### src/rtl/ser_lsb_first.sv
// ser_lsb_first -- parallel-to-serial converter, LSB first.
//
// Accepts WIDTH-bit words over a valid/ready handshake and shifts each one
// out on a single-bit stream, one bit per t_clk cycle. A frame_start pulse
// marks the bit-0 cycle and a frame_last pulse marks the bit-(WIDTH-1)
// cycle. All stream outputs are registered and clear asynchronously in reset.
//
// Optional feature macro: SER_HOLD_BUF_EN
//   When defined, a one-word holding register lets upstream hand over the
//   next word at any point during the current frame. When undefined, a new
//   word is only accepted in IDLE or in the final bit cycle of a frame.
//
// Ports:
//   t_clk        in   clock, rising-edge active
//   r            in   asynchronous active-low reset
//   din          in   [WIDTH-1:0] parallel word to serialize
//   din_valid    in   din holds a word
//   din_ready    out  block can accept din this cycle (combinational)
//   sout         out  serial data bit, LSB first (registered)
//   sout_valid   out  sout carries a frame bit (registered)
//   frame_start  out  high in the bit-0 cycle of each frame (registered)
//   frame_last   out  high in the bit-(WIDTH-1) cycle of each frame (registered)

module ser_lsb_first #(
    parameter int WIDTH = 8
) (
    input  logic             t_clk,
    input  logic             r,
    input  logic [WIDTH-1:0] din,
    input  logic             din_valid,
    output logic             din_ready,
    output logic             sout,
    output logic             sout_valid,
    output logic             frame_start,
    output logic             frame_last
);

    localparam int CNT_W = $clog2(WIDTH);
    localparam logic [CNT_W-1:0] CNT_LAST = CNT_W'(WIDTH - 1);

    typedef enum logic {
        IDLE,
        SHIFT
    } state_t;

    state_t           state_q, state_d;
    logic [WIDTH-1:0] sh_q, sh_d;
    logic [CNT_W-1:0] cnt_q, cnt_d;
    logic             sout_q, sout_d;
    logic             sout_valid_q, sout_valid_d;
    logic             frame_start_q, frame_start_d;
    logic             frame_last_q, frame_last_d;
    logic             accept;
    logic             at_last;

`ifdef SER_HOLD_BUF_EN
    logic [WIDTH-1:0] hold_q, hold_d;
    logic             hold_full_q, hold_full_d;
`endif

    assign at_last = (state_q == SHIFT) && (cnt_q == CNT_LAST);

    // Ready is derived from current state only, so it never depends on din_valid.
`ifdef SER_HOLD_BUF_EN
    assign din_ready = !hold_full_q;
`else
    assign din_ready = (state_q == IDLE) || at_last;
`endif

    assign accept = din_valid && din_ready;

    // Next-state logic. The output flops are computed from the next shift
    // register and counter so that the bit presented in a cycle is always
    // sh_q[0] for the frame position held in cnt_q.
    always_comb begin
        state_d = state_q;
        sh_d    = sh_q;
        cnt_d   = cnt_q;
`ifdef SER_HOLD_BUF_EN
        hold_d      = hold_q;
        hold_full_d = hold_full_q;
`endif

        case (state_q)
            IDLE: begin
                if (accept) begin
                    sh_d    = din;
                    cnt_d   = '0;
                    state_d = SHIFT;
                end
            end

            SHIFT: begin
                if (at_last) begin
`ifdef SER_HOLD_BUF_EN
                    // A buffered word has priority; ready is low while hold is full,
                    // so a simultaneous accept cannot happen here.
                    if (hold_full_q) begin
                        sh_d        = hold_q;
                        hold_full_d = 1'b0;
                        cnt_d       = '0;
                    end else if (accept) begin
                        sh_d  = din;
                        cnt_d = '0;
                    end else begin
                        sh_d    = '0;
                        cnt_d   = '0;
                        state_d = IDLE;
                    end
`else
                    if (accept) begin
                        sh_d  = din;
                        cnt_d = '0;
                    end else begin
                        sh_d    = '0;
                        cnt_d   = '0;
                        state_d = IDLE;
                    end
`endif
                end else begin
                    sh_d  = sh_q >> 1;
                    cnt_d = cnt_q + 1'b1;
`ifdef SER_HOLD_BUF_EN
                    if (accept) begin
                        hold_d      = din;
                        hold_full_d = 1'b1;
                    end
`endif
                end
            end

            default: begin
                state_d = IDLE;
                sh_d    = '0;
                cnt_d   = '0;
            end
        endcase

        sout_valid_d  = (state_d == SHIFT);
        sout_d        = sout_valid_d && sh_d[0];
        frame_start_d = sout_valid_d && (cnt_d == '0);
        frame_last_d  = sout_valid_d && (cnt_d == CNT_LAST);
    end

    // State, datapath and registered outputs; reset discards any partial frame.
    always_ff @(posedge t_clk or negedge r) begin
        if (!r) begin
            state_q       <= IDLE;
            sh_q          <= '0;
            cnt_q         <= '0;
            sout_q        <= 1'b0;
            sout_valid_q  <= 1'b0;
            frame_start_q <= 1'b0;
            frame_last_q  <= 1'b0;
`ifdef SER_HOLD_BUF_EN
            hold_q        <= '0;
            hold_full_q   <= 1'b0;
`endif
        end else begin
            state_q       <= state_d;
            sh_q          <= sh_d;
            cnt_q         <= cnt_d;
            sout_q        <= sout_d;
            sout_valid_q  <= sout_valid_d;
            frame_start_q <= frame_start_d;
            frame_last_q  <= frame_last_d;
`ifdef SER_HOLD_BUF_EN
            hold_q        <= hold_d;
            hold_full_q   <= hold_full_d;
`endif
        end
    end

    assign sout        = sout_q;
    assign sout_valid  = sout_valid_q;
    assign frame_start = frame_start_q;
    assign frame_last  = frame_last_q;

endmodule

### config.mk
export PLATFORM = sky130hd
export DESIGN_NAME = ser_lsb_first
export DESIGN_NICKNAME = d
export VERILOG_FILES = /design/src/rtl/ser_lsb_first.sv
export SDC_FILE = /design/constraint.sdc
export NUM_CORES = 1
export LEC_CHECK = 0
export ABC_AREA = 1
export BUFFER_PORTS_ARGS = -buffer_cell sky130_fd_sc_hd__buf_2
export CELL_PAD_IN_SITES_DETAIL_PLACEMENT = 1
export CELL_PAD_IN_SITES_GLOBAL_PLACEMENT = 2
export CORE_MARGIN = 3
export CORE_UTILIZATION = 34
export CTS_BUF_LIST = sky130_fd_sc_hd__clkbuf_8
export DETAILED_ROUTE_END_ITERATION = 16
export PLACE_DENSITY_LB_ADDON = 0.3
export SYNTH_ARGS = -nofsm -noshare
export SYNTH_HDL_FRONTEND = slang
export SYNTH_SLANG_ARGS = --single-unit
### constraint.sdc
create_clock -name t_clk -period 3.1 [get_ports t_clk]
set_clock_uncertainty 0.15 [all_clocks]
set_input_delay 0.465 -clock t_clk [delete_from_list [all_inputs] [get_ports t_clk]]
set_output_delay 0.465 -clock t_clk [all_outputs]
set_load 0.01 [all_outputs]
==> results.yml <==
global_routing:
  grt_pass1_vias: 603
  use_met1_pct: 21.17
  grt-ovfl-total: 0
  grt_pass1_wl_microns: 2898
  met3_usage_pct: 4.665
  use_met2_pct: 20.60
  antenna_found_initial: 0
  track_usage_pct: 15.72
  globalRoute.busiestLayer: "met1"
  grt_max_degree: 16
detailed_routing:
  routed_wl_microns: 1590
  drt_iter0_markers: 6
  wl_per_cell_microns: 12.72
  drc: 0
  drtAntennaViolNets: 0
  dr_total_vias: 585
  dr.pass1.iters: 4
  via_per_inst: 4.680
synth:
  synth_cell_types: 14
  synthArstFlopShare_pct: 100.0
  yosys-top-cells-area: "dfrtp_1, nand2_1, nand3_1"
  synth.most_common_cell: "nand2_1"
  yosysWarnings: 0
  postSynthAreaPerCell_sq_um: 8.602
  seq_area_frac_synth_pct: 54.55
  syn_inst: 80
  ys_ff_latch: 15
  synth_edf_count: 0
  yosysTopAreaCellShare_pct: 54.55
  syn_nets: 93
  synth-main-ff-cell: "dfrtp_1"
  synth_area_sq_um: 688.2
  yosysTopAreaCell: "dfrtp_1"
  synth_common_cells: "nand2_1, dfrtp_1, nand3_1"
worst_setup_path:
  slowest_stage: "dfrtp_1"
  critPathLaunch: "cnt_q[0]"
  critPathLaunchType: "register"
  crit_chain: "ha_1 > ha_1 > inv_2 > nand2_4 > buf_2"
  critical_path_arrival_ns: 1.41
  cp.required_ns: 2.48
  rr_startpoint: "cnt_q[0]"
  cp_max_fo: 6
  critPathKind: "register to primary output"
  cp_slowest_stage_delay_ns: 0.41
  r2r_slack_ns: 1.33
  cpMostUsedCell: "ha_1"
  crit_path_end_kind: "primary output"
timing:
  max-slew-margin-rel_pct: 76.83
  post-route-period-util_pct: 65.32
  hold_violations: 0
  fmax_mhz: 493.8
  worst_pin_slew_ns: 0.3475
  maxSlewViolCount: 0
  grt_setup_unrepaired: "false"
  fin_tns_setup_ns: 0
  min_period_ns: 2.025
  setup_violations: 0
  timing.final.ws_setup_ns: 1.075
floorplan:
  num_io_pins: 16
  core_area_sq_um: 1821
  fp.dieH_microns: 50.99
  num_rows: 15
  start_util_pct: 37.80
  dieArea_sq_um: 2600
  die_w_microns: 50.99
status:
  outcome: "complete, no violations"
placement:
  dp_hpwl_microns: 1194
  gp_congestion: 0.7290
  dpl.cell_count: 120
  dp_slack_ns: 1.314
  portBuffers: 15
min_path:
  worstHoldStart: "din[4]"
  hold_class: "input pin to register"
clocking:
  insertion_delay_ns: 0.25
  cts_tree: "yes"
  h-tree-depth: 1
  cts_buffers: 3
  cts_sinks: 15
  cts_max_path_buffers: 2
  clock-root-buffer: "clkbuf_8"
  clk_pin_slew_ns: 0.06
layout:
  area_growth_pct: 23.45
  layout-drive-gt1-share_pct: 26.00
  nets: 114
  fin_util_pct: 46.67
  final_cells: 125
  n_antenna_cell: 0
pwr:
  power.density_nw_per_um2: 935.7
  ir_drop_v: 0.0004134
  p_leak_uw: 0.0004741
job:
  drv_cap: 0
==> final cells by class <==
type | instances | area [sq um]
flip-flops and latches | 15 | 375.4
clock buffers | 3 | 41.29
repair buffers | 16 | 85.08
multi-input cells | 56 | 279.0
fillers | 235 | 970.9
clock inverters | 1 | 3.754
inverters | 9 | 33.78
well taps | 25 | 31.28
==> per-layer routing <==
metal | part of all wire [%] | wire, microns | vias up
met5 | 0 | 0 | -
met4 | 3.2 | 51 | 0
met3 | 5.5 | 88 | 6
met2 | 41 | 657 | 14
met1 | 50 | 793 | 273
li1 | - | - | 292
==> flip-flops by register name, summed over array words and instances, names as in the netlist <==
signal	flops
sh_q	8
frame_last	1
frame_start	1
sout	1
sout_valid	1
cnt_q	3
==> logic make-up (layout without fill, tap and decap cells) <==
group / Yosys count / in the layout / share of synthesized area (%)
flops: 15 / 15 / 54.55
simple gates: 50 / 50 / 33.27
fa+ha+maj: 2 / 2 / 3.636
compound gates: 4 / 4 / 3.637
buf+inv: 9 / 29 / 4.910
==> critical path: cells and delay by family (launching register included) <==
kind          cells  cell delay, ns
buf+inv           2            0.24
simple gates      1            0.07
flops             1            0.41
fa+ha+maj         2            0.44
==> worst paths after layout <==
path / end / cells past startpoint
worst min register to register: sh_q[4] / 2
worst min-delay path: sh_q[4] / 3
worst max register to register: sh_q[6] / 9
worst max-delay path: din_ready / 5
max in group asynchronous: frame_last / 2
min in group asynchronous: sh_q[2] / 2
==> through the flow <==
stage,area (sq um),hold slack [ns],total power (uW)
final,849.6,0.2779,794.9
after global routing,849.6,0.2881,880.4
after CTS,849.6,0.2783,808.1
after detailed placement,794.5,0.2414,644.3
after global placement,794.5,0.2408,634.0
after floorplan,688.2,0.01941,545.4
==> cell usage in the layout (no fill, tap or decap), drive strengths merged <==
master | netlist | layout
nand2 | 36 | 36
o21ai | 2 | 2
dfrtp | 15 | 15
nand3b | 1 | 1
nand3 | 10 | 10
nor2 | 3 | 3
buf | 0 | 15
ha | 2 | 2
a21boi | 1 | 1
o211ai | 1 | 1
inv | 9 | 10
dlygate4sd3 | 0 | 1
clkbuf | 0 | 3
==> timing repair <==
action,CTS,global route
endpoints found under the hold margin,15,0
resized for setup,0,0
setup buffers,0,0
hold buffers,1,0
==> power breakdown <==
part / internal [uW] / switching, uW
clock: 87.8 / 70.4
sequential: 268 / 41.2
combinational: 123 / 205
total: 478 / 317
Note: power is estimated with default switching activity, not from simulation.
